<file path="src/rtl/alu_exec_unit.sv">
// Multi-cycle integer execute unit: single-cycle logic/arithmetic/compare ops
// and an iterative 1-bit-per-cycle shifter, with valid/ready on both sides.
module alu_exec_unit #(
    parameter int WIDTH = 32
) (
    input  logic             clk,
    input  logic             rst_n,
    input  logic             in_valid,
    output logic             in_ready,
    input  logic [3:0]       alu_ctrl,
    input  logic [WIDTH-1:0] op_a,
    input  logic [WIDTH-1:0] op_b,
    output logic             out_valid,
    input  logic             out_ready,
    output logic [WIDTH-1:0] result,
    output logic             zero
);

    localparam int SHW = $clog2(WIDTH);

    localparam logic [3:0] ALU_ADD  = 4'd0;
    localparam logic [3:0] ALU_SUB  = 4'd1;
    localparam logic [3:0] ALU_AND  = 4'd2;
    localparam logic [3:0] ALU_OR   = 4'd3;
    localparam logic [3:0] ALU_XOR  = 4'd4;
    localparam logic [3:0] ALU_SLL  = 4'd5;
    localparam logic [3:0] ALU_SRL  = 4'd6;
    localparam logic [3:0] ALU_SRA  = 4'd7;
    localparam logic [3:0] ALU_SLT  = 4'd8;
    localparam logic [3:0] ALU_SLTU = 4'd9;

    localparam logic [SHW-1:0] CNT_ONE = SHW'(1);

    typedef enum logic [1:0] {
        S_IDLE,
        S_SHIFT,
        S_DONE
    } state_t;

    state_t           r_state;
    state_t           w_next;
    logic [WIDTH-1:0] r_work;
    logic [WIDTH-1:0] r_result;
    logic             r_zero;
    logic [SHW-1:0]   r_cnt;
    logic [3:0]       r_ctrl;

    logic             w_accept;
    logic             w_is_shift;
    logic             w_start_shift;
    logic [SHW-1:0]   w_shamt;
    logic [WIDTH-1:0] w_alu;
    logic [WIDTH-1:0] w_shifted;

    // Shift codes pass op_a through so a zero-length shift completes in one cycle.
    function automatic logic [WIDTH-1:0] alu_compute(input logic [3:0]       ctrl,
                                                     input logic [WIDTH-1:0] a,
                                                     input logic [WIDTH-1:0] b);
        logic signed [WIDTH-1:0] sa;
        logic signed [WIDTH-1:0] sb;
        sa = a;
        sb = b;
        case (ctrl)
            ALU_SUB:                   return a - b;
            ALU_AND:                   return a & b;
            ALU_OR:                    return a | b;
            ALU_XOR:                   return a ^ b;
            ALU_SLT:                   return {{(WIDTH-1){1'b0}}, (sa < sb)};
            ALU_SLTU:                  return {{(WIDTH-1){1'b0}}, (a < b)};
            ALU_SLL, ALU_SRL, ALU_SRA: return a;
            default:                   return a + b;
        endcase
    endfunction

    function automatic logic [WIDTH-1:0] shift_one(input logic [3:0]       ctrl,
                                                   input logic [WIDTH-1:0] v);
        case (ctrl)
            ALU_SLL: return {v[WIDTH-2:0], 1'b0};
            ALU_SRL: return {1'b0, v[WIDTH-1:1]};
            default: return {v[WIDTH-1], v[WIDTH-1:1]};
        endcase
    endfunction

    assign in_ready      = (r_state == S_IDLE) || ((r_state == S_DONE) && out_ready);
    assign w_accept      = in_valid && in_ready;
    assign w_is_shift    = (alu_ctrl == ALU_SLL) || (alu_ctrl == ALU_SRL) || (alu_ctrl == ALU_SRA);
    assign w_shamt       = op_b[SHW-1:0];
    assign w_start_shift = w_is_shift && (w_shamt != '0);
    assign w_alu         = alu_compute(alu_ctrl, op_a, op_b);
    assign w_shifted     = shift_one(r_ctrl, r_work);

    assign out_valid = (r_state == S_DONE);
    assign result    = r_result;
    assign zero      = r_zero;

    always_comb begin
        w_next = r_state;
        case (r_state)
            S_SHIFT: begin
                if (r_cnt == CNT_ONE) w_next = S_DONE;
            end
            default: begin
                if (w_accept)
                    w_next = w_start_shift ? S_SHIFT : S_DONE;
                else if ((r_state == S_DONE) && out_ready)
                    w_next = S_IDLE;
            end
        endcase
    end

    // Accept edge: capture result or load shifter; SHIFT edges: one bit per cycle.
    always_ff @(posedge clk or negedge rst_n) begin
        if (!rst_n) begin
            r_state  <= S_IDLE;
            r_work   <= '0;
            r_result <= '0;
            r_zero   <= 1'b0;
            r_cnt    <= '0;
            r_ctrl   <= ALU_ADD;
        end else begin
            r_state <= w_next;
            if (w_accept) begin
                if (w_start_shift) begin
                    r_work <= op_a;
                    r_cnt  <= w_shamt;
                    r_ctrl <= alu_ctrl;
                end else begin
                    r_result <= w_alu;
                    r_zero   <= (w_alu == '0);
                end
            end else if (r_state == S_SHIFT) begin
                r_work <= w_shifted;
                r_cnt  <= r_cnt - CNT_ONE;
                if (r_cnt == CNT_ONE) begin
                    r_result <= w_shifted;
                    r_zero   <= (w_shifted == '0);
                end
            end
        end
    end

endmodule

</file>
<file path="config.mk">
export PLATFORM = sky130hd
export DESIGN_NAME = alu_exec_unit
export DESIGN_NICKNAME = d
export VERILOG_FILES = /design/src/rtl/alu_exec_unit.sv
export SDC_FILE = /design/constraint.sdc
export NUM_CORES = 1
export LEC_CHECK = 0
export CORE_MARGIN = 10
export CORE_UTILIZATION = 55
export DETAILED_ROUTE_END_ITERATION = 8
export GPL_ROUTABILITY_DRIVEN = 0
export HOLD_SLACK_MARGIN = 0.12
export PLACE_DENSITY = 0.84
export SYNTH_ARGS = -nofsm -noshare
export SYNTH_HDL_FRONTEND = slang
export SYNTH_SLANG_ARGS = --single-unit
</file>
<file path="constraint.sdc">
create_clock -name clk -period 3.75 [get_ports clk]
set_clock_uncertainty 0.05 [all_clocks]
set_input_delay 0.75 -clock clk [delete_from_list [all_inputs] [get_ports clk]]
set_output_delay 0.75 -clock clk [all_outputs]
set_load 0.005 [all_outputs]
</file>
==> results of run 1 <==
==> cell families after synthesis <==
| family | Yosys count |
|---|---|
| AOI/OAI and AO/OA | 513 |
| xor gates and xnor gates | 6 |
| adders and majority gates | 100 |
| buffers and inverters | 200 |
| DFF | 76 |
| muxes | 24 |
| and+or+nand+nor | 516 |
==> per-layer routing <==
layer / GRT usage (%) / GRT overflow
met2: 86.8 / 86
met5: 36.9 / 1
met3: 67.0 / 17
met1: 74.6 / 10
met4: 70.8 / 60
==> per-stage QoR <==
stage / hold WS, ns / instance area, sq um / setup TNS (ns)
3_3_place_gp: 0.395 / 14200 / -11.71
4_1_cts: 0.439 / 15600 / -0.755
3_5_place_dp: 0.401 / 14200 / -15.64
2_1_floorplan: 0.381 / 9880 / -0.260
==> repair_timing <==
item                       in CTS
buffers inserted               53
pin swaps                      58
resized for setup             257
setup endpoints to repair      23
==> flow_summary.json, run 1 <==
{
  "status": "aborted with a tool error",
  "haltStage": "global routing (5_1_grt)",
  "stop_error": "[ERROR GRT-0232] Routing congestion too high. Check the congestion heatmap in the GUI.",
  "synth_ff_type": "dfrtp_1",
  "rows": 48,
  "muxShareOfSynthArea_pct": 2.48,
  "synth.area.top_cells": "dfrtp_1 19%, ha_1 12%, a21oi_1 8.9%",
  "synthSimpleGateAreaFrac_pct": 24.4,
  "cts.sinks": 76,
  "synthesis.nets": 1607,
  "yosys.area.top_type_share_pct": 19.3,
  "synth_top_family_by_area": "compound AO/OA/AOI/OAI gates",
  "pre_cts_slack_ns": -1.26,
  "synth_compound_area_share_pct": 32.7,
  "clockRootBuffer": "clkbuf_16",
  "yosysSeqAreaShare_pct": 19.3,
  "fp.dieW_um": 154,
  "overflow": 174,
  "cts_hold_buf": 0,
  "die_h_um": 154,
  "synth.avg_cell_area_sq_um": 6.88,
  "synth_cell_types": 80,
  "grt_max_degree": 93,
  "synth-edff-count": 0,
  "portBuffers": 106,
  "cts_buffers": 9,
  "clockBufferDepth": 2,
  "dpl.hpwl_um": 36800,
  "synthCells": 1435,
  "grtUsageTotal_pct": 75.0,
  "synth_common_cells": "175 x a21oi_1, 162 x nand2_1, 154 x nor2_1, 122 x o21ai_0, 105 x inv_1",
  "ios": 107,
  "synth_most_common_cell": "a21oi_1",
  "async_reset_ff_share_pct": 100,
  "yosys_warnings": 0,
  "yosys.area.top_type": "dfrtp_1",
  "floorplan.initialDensity_pct": 56.5,
  "synth-adder-area-share_pct": 12.8,
  "netlist_area_sq_um": 9880,
  "synth_xor_area_share_pct": 0.532,
  "htreeDepth": 3,
  "ys_seq_elements": 76,
  "dpl.cell_count": 2109
}
==> run 2, diff against run 1 <==
CORE_UTILIZATION = 40   (was 55)
HOLD_SLACK_MARGIN = not set   (was 0.12)
PLACE_DENSITY = not set   (was 0.84)
PLACE_DENSITY_LB_ADDON = 0.15   (was not set)
==> run 2 against run 1 <==
The flow now finishes, with violations (negative setup slack). Synthesized cell count stayed put. Synthesized area stayed put.
==> flow_summary.json, run 2 <==
{
  "cp_cell_sequence": "buf_4 > buf_6 > fa_2 > a21o_1 > a221o_1 > buf_6 > buf_6 > a21oi_4 > o211ai_1 > a311oi_1 > buf_4 > a2bb2oi_2 > o21ai_1 > and4bb_2 > nand4_1 > or4_1 > o31ai_2",
  "via_count": 13800,
  "ys_seq_elements": 76,
  "cts_tree": "yes",
  "cts_hold_buf": 0,
  "pwr_density_cell_nw_per_um2": 410,
  "reg2regPathDepth": 12,
  "r2r_end": "zero",
  "fp.dieW_um": 177,
  "drtAntennaViolNets": 0,
  "fin_crit_ns": 4.00,
  "synth_cell_types": 80,
  "slowest_stage": "or4_1",
  "path_class": "in2reg",
  "final_nets": 2146,
  "fin_util_pct": 67.9,
  "dpl.hpwl_um": 36400,
  "crit_path_end_kind": "flop",
  "synthesis.nets": 1607,
  "hold_viol_final": 0,
  "coreArea_sq_um": 24300,
  "worst_pin_slew_ns": 0.998,
  "status": "finished, violations left",
  "ir_worst_vdd_v": 0.000385,
  "dr.pass1.iters": 8,
  "relSlewSlack_pct": 33.5,
  "cp.arrival_ns": 4.21,
  "path_clk_slew_ns": 0.07,
  "yosys.area.top_type": "dfrtp_1",
  "r2r_setup_slack_ns": 0.40,
  "rsz0062_at_grt": "yes",
  "yosys_warnings": 0,
  "synthCells": 1435,
  "clockRootBuffer": "clkbuf_16",
  "netlist_area_sq_um": 9880,
  "regArea_sq_um": 1900,
  "crit_top_cell": "buf_6",
  "drt_iter0_drc": 1741,
  "vias_per_cell": 5.99,
  "final_common_cell": "buf_4",
  "cts_buffers": 9,
  "dieArea_sq_um": 31400,
  "fmax_ghz": 0.250,
  "n_fill_cell": 2003,
  "synth_ff_type": "dfrtp_1",
  "htreeDepth": 3,
  "crit_start": "op_b[1]",
  "finalSetupViolations": 3,
  "final_max_slew_viol_count": 0,
  "floorplan.initialDensity_pct": 40.6,
  "synth_common_cells": "175 x a21oi_1, 162 x nand2_1, 154 x nor2_1, 122 x o21ai_0, 105 x inv_1",
  "wl_per_cell_um": 20.6,
  "yosys.area.top_type_share_pct": 19.3,
  "async_reset_ff_share_pct": 100,
  "multi_input_area_sq_um": 8370,
  "grt_max_degree": 93,
  "die_h_um": 177,
  "synth.area.top_cells": "dfrtp_1 19%, ha_1 12%, a21oi_1 8.9%",
  "clockBufferDepth": 2,
  "n_antenna_cell": 0,
  "drive_above_1_share_pct": 39.2,
  "grt_pass1_vias": 12900,
  "cap_violations": 0,
  "overflow": 0,
  "synth_most_common_cell": "a21oi_1",
  "drc_errors": 0,
  "antenna_found_initial": 1,
  "cts.sinks": 76,
  "endpoint": "zero",
  "areaGrowthSynthToFinish_pct": 67.2,
  "whs_ns": 0.423,
  "worstSetupStartpointType": "input port",
  "ios": 107,
  "synth-edff-count": 0,
  "grtUsageTotal_pct": 28.3,
  "final_cell_mix": "497 x buf_4, 155 x nand2_1, 147 x nor2_1, 147 x a21oi_1, 100 x o21ai_0",
  "grt_first_pass_wirelength_um": 71000,
  "r2r_start": "r_state[1]",
  "hold_class": "reg2reg",
  "rows": 57,
  "path_max_fanout": 4,
  "yosysSeqAreaShare_pct": 19.3,
  "cp.required_ns": 3.96,
  "violations": "negative setup slack",
  "fin_ws_ns": -0.253,
  "clk_latency_ns": 0.34,
  "cp_slowest_stage_delay_ns": 0.42,
  "routed_wl_um": 47400,
  "synth.avg_cell_area_sq_um": 6.88,
  "fin_crit_sh_pct": 107,
  "portBuffers": 106,
  "p_leak_nw": 7.74
}
[run 2: worst min-delay path by stage]
| stage | start | to | slack [ns] | cells after the start |
|---|---|---|---|---|
| floorplan | r_ctrl[2] | r_ctrl[2] | 0.38 | 1 |
| global placement | r_ctrl[2] | r_ctrl[2] | 0.40 | 1 |
| detailed placement | r_ctrl[2] | r_ctrl[2] | 0.41 | 1 |
| CTS | r_ctrl[2] | r_ctrl[2] | 0.43 | 1 |
| global route | result[0] | result[0] | 0.44 | 2 |
| finish | r_ctrl[2] | r_ctrl[2] | 0.42 | 1 |
[run 2: final cells by class]
| class | count | share of cell area (%) |
|---|---|---|
| clock buffer | 11 | 1.47 |
| clock inverter | 5 | 0.508 |
| inverter | 106 | 2.41 |
| multi-input combinational | 1159 | 50.7 |
| sequential | 76 | 11.5 |
| tap | 324 | 2.45 |
| timing repair buffer | 622 | 30.9 |
[run 2: layer usage]
metal / part of all wire, % / GRT usage, % / wire (um)
met5: 0.027 / 0 / 13
met3: 10 / 5.57 / 4880
met4: 4.7 / 10.9 / 2230
met1: 40 / 36.7 / 19000
met2: 45 / 45.3 / 21300
[run 2: worst max-delay path: cells and delay by family]
kind / cells / cell delay [ns]
AOI/OAI and AO/OA: 8 / 1.59
and+or+nand+nor: 3 / 0.81
buffers and inverters: 5 / 0.67
adders and majority gates: 1 / 0.38
[run 2: metrics by stage]
| stage | setup WS [ns] | cell area (sq um) | power [mW] | cells | setup TNS, ns |
|---|---|---|---|---|---|
| after floorplan | -0.260 | 9880 | 3.45 | 1435 | -0.260 |
| after global placement | -1.10 | 14500 | 5.25 | 2231 | -14.02 |
| after detailed placement | -1.14 | 14500 | 5.33 | 2231 | -15.84 |
| after CTS | -0.570 | 15700 | 6.49 | 2271 | -0.866 |
| after global routing | -0.354 | 16500 | 7.20 | 2303 | -0.641 |
| final | -0.253 | 16500 | 6.77 | 2303 | -0.325 |
[run 2: cell families after synthesis]
group	after synthesis	synth area share, %
and+or+nand+nor	516	24.4
AOI/OAI and AO/OA	513	32.7
buffers and inverters	200	7.85
adders and majority gates	100	12.8
DFF	76	19.3
muxes	24	2.48
xor gates and xnor gates	6	0.532
[run 2: timing repair]
item                                    in CTS  in global routing
pin swaps                                   38                 77
setup buffers                               25                 33
resized for setup                          183                198
gates cloned                                 0                  1
endpoints found under the setup margin      21                 22
[run 2: power breakdown]
group          switching [mW]  internal, mW
sequential              0.320          1.18
combinational            2.31          2.00
clock                   0.362         0.604
(Power assumes the default switching activity.)
